File: config.mk
export PLATFORM = sky130hd
export DESIGN_NAME = seq_digit_scanner
export DESIGN_NICKNAME = d
export VERILOG_FILES = /design/src/rtl/seq_digit_scanner.sv
export SDC_FILE = /design/constraint.sdc
export NUM_CORES = 1
export LEC_CHECK = 0
export ABC_CLOCK_PERIOD_IN_PS = 3200
export CORE_MARGIN = 2
export CORE_UTILIZATION = 40
export CTS_BUF_LIST = sky130_fd_sc_hd__clkbuf_2
export CTS_CLUSTER_DIAMETER = 200
export DETAILED_ROUTE_END_ITERATION = 16
export PLACE_DENSITY_LB_ADDON = 0.2
export SLEW_MARGIN = 20
export SYNTH_ARGS = -nofsm -noshare
export SYNTH_HDL_FRONTEND = slang
export SYNTH_SLANG_ARGS = --single-unit
File: constraint.sdc
create_clock -name clk -period 3.2 [get_ports clk]
set_clock_uncertainty 0.1 [all_clocks]
set_input_delay 0.8 -clock clk [delete_from_list [all_inputs] [get_ports clk]]
set_output_delay 0.8 -clock clk [all_outputs]
set_load 0.02 [all_outputs]
File: src/rtl/seq_digit_scanner.sv
// Time-multiplexed hex digit scanner feeding a single shared 7-segment decoder.
// Optional leading-zero suppression: define SEQ_SCAN_LZ_BLANK_EN.
module seq_digit_scanner #(
  parameter int NUM_DIGITS   = 4,
  parameter int DWELL_CYCLES = 50000,
  parameter int BLANK_CYCLES = 500
) (
  input  logic                            clk,
  input  logic                            rst_n,
  input  logic                            en,
  input  logic                            load,
  input  logic [4*NUM_DIGITS-1:0]         value,
  output logic [3:0]                      number,
  output logic [NUM_DIGITS-1:0]           digit_an_n,
  output logic [$clog2(NUM_DIGITS)-1:0]   digit_idx,
  output logic                            frame_done,
  output logic                            pending
);

  localparam int VW   = 4 * NUM_DIGITS;
  localparam int IW   = $clog2(NUM_DIGITS);
  localparam int TMAX = (DWELL_CYCLES > BLANK_CYCLES) ? DWELL_CYCLES : BLANK_CYCLES;
  localparam int TW   = $clog2(TMAX + 1);

  typedef enum logic [1:0] {IDLE, BLANK, SHOW} state_t;

  state_t                state_q, state_d;
  logic [TW-1:0]         timer_q, timer_d;
  logic [IW-1:0]         idx_q, idx_d;
  logic [3:0]            number_q, number_d;
  logic [NUM_DIGITS-1:0] an_q, an_d;
  logic                  fd_q, fd_d;
  logic                  pending_q, pending_d;
  logic [VW-1:0]         active_q, active_d;
  logic [VW-1:0]         shadow_q, shadow_d;
  logic [NUM_DIGITS-1:0] lit_w;
  logic [NUM_DIGITS-1:0] onehot_w;
  logic                  wrap;

`ifdef SEQ_SCAN_LZ_BLANK_EN
  // A digit stays lit once any nibble at or above it is non-zero; digit 0 always lit.
  function automatic logic [NUM_DIGITS-1:0] lit_mask(input logic [VW-1:0] v);
    logic                  seen;
    logic [NUM_DIGITS-1:0] m;
    seen = 1'b0;
    m    = '0;
    for (int i = NUM_DIGITS - 1; i >= 0; i--) begin
      seen = seen | (v[4*i +: 4] != 4'h0);
      m[i] = seen | (i == 0);
    end
    return m;
  endfunction

  assign lit_w = lit_mask(active_q);
`else
  assign lit_w = '1;
`endif

  assign onehot_w = {{(NUM_DIGITS-1){1'b0}}, 1'b1} << idx_q;

  always_comb begin
    state_d   = state_q;
    timer_d   = timer_q;
    idx_d     = idx_q;
    number_d  = number_q;
    an_d      = an_q;
    fd_d      = 1'b0;
    pending_d = pending_q;
    active_d  = active_q;
    shadow_d  = shadow_q;
    wrap      = 1'b0;

    case (state_q)
      IDLE: begin
        an_d    = '1;
        idx_d   = '0;
        timer_d = '0;
        if (load) active_d = value;
        if (en) begin
          state_d  = BLANK;
          number_d = active_d[3:0];
        end
      end
      BLANK: begin
        an_d = '1;
        if (timer_q == TW'(BLANK_CYCLES - 1)) begin
          state_d = SHOW;
          timer_d = '0;
          an_d    = ~(onehot_w & lit_w);
        end else begin
          timer_d = timer_q + 1'b1;
        end
      end
      SHOW: begin
        if (timer_q == TW'(DWELL_CYCLES - 1)) begin
          state_d = BLANK;
          timer_d = '0;
          an_d    = '1;
          if (idx_q == IW'(NUM_DIGITS - 1)) begin
            idx_d = '0;
            wrap  = 1'b1;
            fd_d  = 1'b1;
          end else begin
            idx_d = idx_q + 1'b1;
          end
        end else begin
          timer_d = timer_q + 1'b1;
        end
      end
      default: begin
        state_d = IDLE;
        an_d    = '1;
        idx_d   = '0;
        timer_d = '0;
      end
    endcase

    // Scan disable wins over any timer expiry; shadow/pending survive it.
    if (!en && (state_q != IDLE)) begin
      state_d = IDLE;
      an_d    = '1;
      idx_d   = '0;
      timer_d = '0;
      fd_d    = 1'b0;
      wrap    = 1'b0;
    end

    if (state_q != IDLE) begin
      if (wrap) begin
        if (load)           active_d = value;
        else if (pending_q) active_d = shadow_q;
        pending_d = 1'b0;
      end else if (load) begin
        shadow_d  = value;
        pending_d = 1'b1;
      end
    end

    // Nibble is presented on BLANK entry so the decoder settles before the enable.
    if ((state_q == SHOW) && (state_d == BLANK))
      number_d = active_d[{idx_d, 2'b00} +: 4];
  end

  always_ff @(posedge clk or negedge rst_n) begin
    if (!rst_n) begin
      state_q   <= IDLE;
      timer_q   <= '0;
      idx_q     <= '0;
      number_q  <= '0;
      an_q      <= '1;
      fd_q      <= 1'b0;
      pending_q <= 1'b0;
      active_q  <= '0;
      shadow_q  <= '0;
    end else begin
      state_q   <= state_d;
      timer_q   <= timer_d;
      idx_q     <= idx_d;
      number_q  <= number_d;
      an_q      <= an_d;
      fd_q      <= fd_d;
      pending_q <= pending_d;
      active_q  <= active_d;
      shadow_q  <= shadow_d;
    end
  end

  assign number     = number_q;
  assign digit_an_n = an_q;
  assign digit_idx  = idx_q;
  assign frame_done = fd_q;
  assign pending    = pending_q;

endmodule

# ---- Word-level counts from Yosys, hierarchy flattened
# Cells that the tools add are included.
# W data, S select, Z words.
dict set report totals {
  register_bits 62
  input_bits 20
  out_inout_bits 12
}
dict set report classes {
  addsub 2
  eq_ne 7
  shifts 2
  muxes 32
  bitwise 2
  n_reduce_logical 11
}
# operator count
set ops {}
lappend ops {{$mux W16} 9}
lappend ops {{$pmux W16 S2} 1}
lappend ops {{$mux W4} 6}
lappend ops {{$add A16 B1 Y16 const B} 1}
lappend ops {{$eq A16 B16 Y1 const B} 1}
lappend ops {{$eq A16 B9 Y1 const B} 1}
lappend ops {{$shiftx A16 B5 Y4} 1}
lappend ops {{$mux W2} 7}
lappend ops {{$pmux W4 S2} 1}
lappend ops {{$reduce_bool A2 Y1} 4}
lappend ops {{$mux W1} 6}
lappend ops {{$pmux W2 S3} 1}
lappend ops {{$eq A2 B1 Y1 const B} 2}
lappend ops {{$eq A2 B2 Y1 const B} 2}
lappend ops {{$not A4 Y4} 1}
lappend ops {{$pmux W2 S2} 1}
lappend ops {{$reduce_and A2 Y1} 2}
lappend ops {{$shl A1 B2 Y4 const A} 1}
lappend ops {{$ne A3 B3 Y1 const B} 1}
lappend ops {{$reduce_and A3 Y1} 1}
lappend ops {{$add A2 B1 Y2 const B} 1}
lappend ops {{$logic_and A1 B1 Y1} 2}
lappend ops {{$logic_not A2 Y1} 1}
lappend ops {{$logic_not A1 Y1} 1}
lappend ops {{$not A1 Y1} 1}

# ---- Logic depth before layout (Yosys ltp)
dict set report depth {
  word_depth 9
  depth_mapped 11
  mapped_depth_nobuf 9
}

# ---- Worst setup path before layout
# Ideal clock, no wire load.
dict set report synth_path {
  path_type {input to register}
  startpoint {input load}
  endpoint {register number_q[0], in the netlist number[0]}
  setup_ns 0.139
  arrival_ns 2.370
  required_time_ns 2.961
  setup_slack_ns 0.590
  path_stages 8
  path_buffers 2
  path_cell_list {clkbuf_1 nor2b_1 a41o_1 clkbuf_1 nand2b_1 o221a_1 mux2i_1 o221ai_1}
}
dict set report synth_between {
  elab_chain_cells 8
  word_cells_on_any_way 10
}
# element line_no
set synth_rtl {}
lappend synth_rtl {{from (decl)} 11} ;# input logic load,
lappend synth_rtl {{$mux W16} 78} ;# if (load) active_d = value;
lappend synth_rtl {{$mux W16} 73} ;# case (state_q)
lappend synth_rtl {{$mux W16} 131} ;# else if (pending_q) active_d = shadow_q;
lappend synth_rtl {{$mux W16} 130} ;# if (load) active_d = value;
lappend synth_rtl {{$mux W16} 129} ;# if (wrap) begin
lappend synth_rtl {{$mux W16 *} 128} ;# if (state_q != IDLE) begin
lappend synth_rtl {{named net active_d[12]} 34} ;# logic [VW-1:0] active_q, active_d;
lappend synth_rtl {{$shiftx A16 B5 Y4 *} 141} ;# number_d = active_d[{idx_d, 2'b00} +: 4];
lappend synth_rtl {{$mux W4 *} 140} ;# if ((state_q == SHOW) && (state_d == BLANK))
lappend synth_rtl {{to (signal assigned)} 159} ;# number_q <= number_d;
lappend synth_rtl {{to (decl)} 30} ;# logic [3:0] number_q, number_d;
# Mark *: on every way through the listed nets, which the timed path passes. The rest lies on a longest branch. The select of a mux whose other input is x is not followed.
# A chain may end at the register's enable or synchronous reset.

# ---- Worst setup path after layout
dict set report layout_path {
  startpoint {register timer_q[11]}
  endpoint {register number_q[2], in the netlist number[2]}
}
dict set report layout_between {
  elab_chain_cells 8
  word_cells_on_any_way 21
}
# element line_no
set layout_rtl {}
lappend layout_rtl {{from (decl)} 28} ;# logic [TW-1:0] timer_q, timer_d;
lappend layout_rtl {{from (signal assigned)} 157} ;# timer_q <= timer_d;
lappend layout_rtl {{$eq A16 B16 Y1} 95} ;# if (timer_q == TW'(DWELL_CYCLES - 1)) begin
lappend layout_rtl {{$mux W1} 95}
lappend layout_rtl {{$mux W1} 73}
lappend layout_rtl {{$mux W1} 119} ;# if (!en && (state_q != IDLE)) begin
lappend layout_rtl {{$mux W16} 129}
lappend layout_rtl {{$mux W16} 128}
lappend layout_rtl {{named net active_d[14]} 34}
lappend layout_rtl {{$shiftx A16 B5 Y4} 141}
lappend layout_rtl {{$mux W4} 140}
# The timed path passes the listed nets, and every way through them passes these cells.

==> reports/metrics.yaml <==
period_minus_slack_ns: 2.89
ys_seq_area_frac: 0.488
cts_root_buf: "clkbuf_2"
post-synth-top-count-cell: "dfrtp_1"
worst-path-buf-inv: 0
yosys_warnings: 0
setup_ws_ns: 0.312
grt_pass1_vias: 2411
worst_pin_slew_ns: 0.794
synth_top_area_frac: 0.455
antenna_found_initial: 0
wl_um: 6890
fmax_mhz: 346
crit_path_max_fanout: 11
path_class: "register to register"
finalSetupTns_ns: 0
cts_tree: "yes"
cp_top_family: "simple AND/OR/NAND/NOR gates"
dp.final_hpwl_um: 4690
core-area_um2: 7730
synth_edf_count: 0
worstPathRequired_ns: 3.51
rsz0062_at_grt: "false"
drtIter0Drc: 110
slowest_delay_ns: 0.59
remaining_drc_errors: 0
die_h_um: 93.3
postRouteAntennaNets: 0
clk_pin_slew_worst_paths_ns: 0.20
nNetsFinal: 359
critical_path.slowest_cell: "or4_4"
finalHoldViolations: 0
hold_buffers: 0
drv_slew: 0
yosysTopAreaCell: "dfrtp_1"
fin_crit_sh: 0.902
path_cells: "or4_4 -> nor3_4 -> nand3_2 -> or3_1 -> o221a_1 -> mux2i_1 -> o221ai_1"
vias_per_cell: 5.32
die_w_um: 93.3
synth_area_per_cell_um2: 11.1
ir_drop_mv: 0.312
globalplace.congestion: 0.850
drtPass1Iterations: 4
fin_area_um2: 3800
synth_common_cells: "58 x dfrtp_1, 29 x nor2_1, 17 x nand2b_1"
status: "complete, no violations"
cts_resized: 0
synth.area.top_cells: "dfrtp_1 46%, mux2_2 5.6%, mux2i_1 4.1%"
synth_cell_types: 52
grt_usage: 0.176
io_buffers: 31
pre_cts_ws_ns: 0.163
relSlewSlack: 0.471
p_per_area_nw_per_um2: 662
postCtsSetupBuffers: 0
p_leak_nw: 1.51
cts_sinks: 62
grt_max_degree: 63
htreeDepth: 3
synthesis.area_um2: 3190
crit_path_start_kind: "register"
end_kind: "register"
io_pins: 32
insertion_delay_ns: 0.50
areaGrowthSynthToFinish_pct: 19.3
holdCritPathClass: "input port to asynchronous set/reset pin"
synth_cells: 287
fp.dieArea_um2: 8700
synth_nets: 316
rows: 32
cts_buffers: 9
maxCapViolCount: 0
vias: 2323
postLayoutCoreUtil: 0.492
async_reset_ff_frac: 1.00
arrival_ns: 3.20
clk_path_buf_depth: 2
grt_first_pass_wirelength_um: 11800
final_layout_size_suffix_gt1_frac: 0.197
grt_overflow: 0
placed_cell_area_um2: 3660
initial_core_util: 0.413
wl_per_cell_um: 15.8
antenna_cells: 0
synth_ff_type: "dfrtp_1"
ys_ff_latch: 62
finalSetupViolations: 0
==> layout make-up <==
cell class | instances | area (um^2)
Clock inverter | 7 | 97.6
Inverter | 11 | 41.3
Multi-Input combinational cell | 204 | 1540
Clock buffer | 9 | 45.0
Timing Repair Buffer | 42 | 400
Sequential cell | 62 | 1560
Fill cell | 683 | 3920
Tap cell | 102 | 128
==> flip-flops by register name, summed over array words and instances, names as in the netlist <==
register and count:
active_q 16, shadow_q 16, timer_q 16, digit_an_n 4
number 4, digit_idx 2, state_q 2, frame_done 1
pending 1
==> power breakdown <==
group	total [mW]	switching (mW)	internal, mW
clock	0.577	0.316	0.261
sequential	1.14	0.120	1.02
combinational	0.805	0.392	0.414
total	2.52	0.828	1.69
==> layer usage <==
metal	share of wire	wire length (um)	track usage
met4	0.010	72	0.0650
met3	0.046	315	0.0459
met1	0.49	3380	0.247
met5	0	0	0
met2	0.45	3120	0.263
==> final timing paths <==
| path | startpoint | to | slack [ns] | depth (start not counted) |
|---|---|---|---|---|
| max | timer_q[11] | number[2] | 0.31 | 7 |
| min | rst_n | timer_q[6] | 0.32 | 2 |
| max reg2reg | timer_q[11] | number[2] | 0.31 | 7 |
| min reg2reg | timer_q[0] | timer_q[0] | 0.40 | 1 |
| max in group asynchronous | rst_n | state_q[0] | 2.14 | 2 |
| min in group clk | timer_q[0] | timer_q[0] | 0.40 | 1 |
==> logic make-up (layout without fill, tap and decap cells) <==
family                   after synthesis  count (layout)  synth area share
AO/OA/AOI/OAI                         47              47             0.126
XOR/XNOR                              13              13            0.0357
adder cells (fa/ha/maj)                9               9            0.0353
buffers and inverters                 21              69            0.0306
flip-flops                            62              62             0.488
multiplexers                          29              29            0.0973
AND/OR/NAND/NOR                      106             106             0.188
==> per-stage QoR <==
step                hold WS [ns]  total power, mW  cells
floorplan                  0.355             1.68    287
global placement           0.376             1.95    421
detailed placement         0.381             1.96    421
CTS                        0.319             2.54    437
global route               0.335             2.69    437
finish                     0.324             2.52    437
==> placed cells by master, fill, tap and decap left out, drive strengths merged, types with 3 or more instances in the layout <==
cell type | netlist | routed
nor4 | 3 | 3
mux2 | 16 | 16
dfrtp | 58 | 58
ha | 9 | 9
nand2 | 13 | 13
and3 | 6 | 6
nand2b | 17 | 17
clkbuf | 4 | 9
o221a | 15 | 15
o211ai | 4 | 4
o21ai | 4 | 4
xnor2 | 5 | 5
xor2 | 8 | 8
a21oi | 10 | 10
nand3 | 13 | 13
dfstp | 4 | 4
mux2i | 13 | 13
nor2 | 29 | 29
clkinv | 0 | 3
inv | 11 | 12
clkdlybuf4s50 | 0 | 30
nor3 | 3 | 3
buf | 6 | 12
o221ai | 4 | 4
nand4 | 7 | 7
Note: power is estimated with default switching activity, not from simulation.
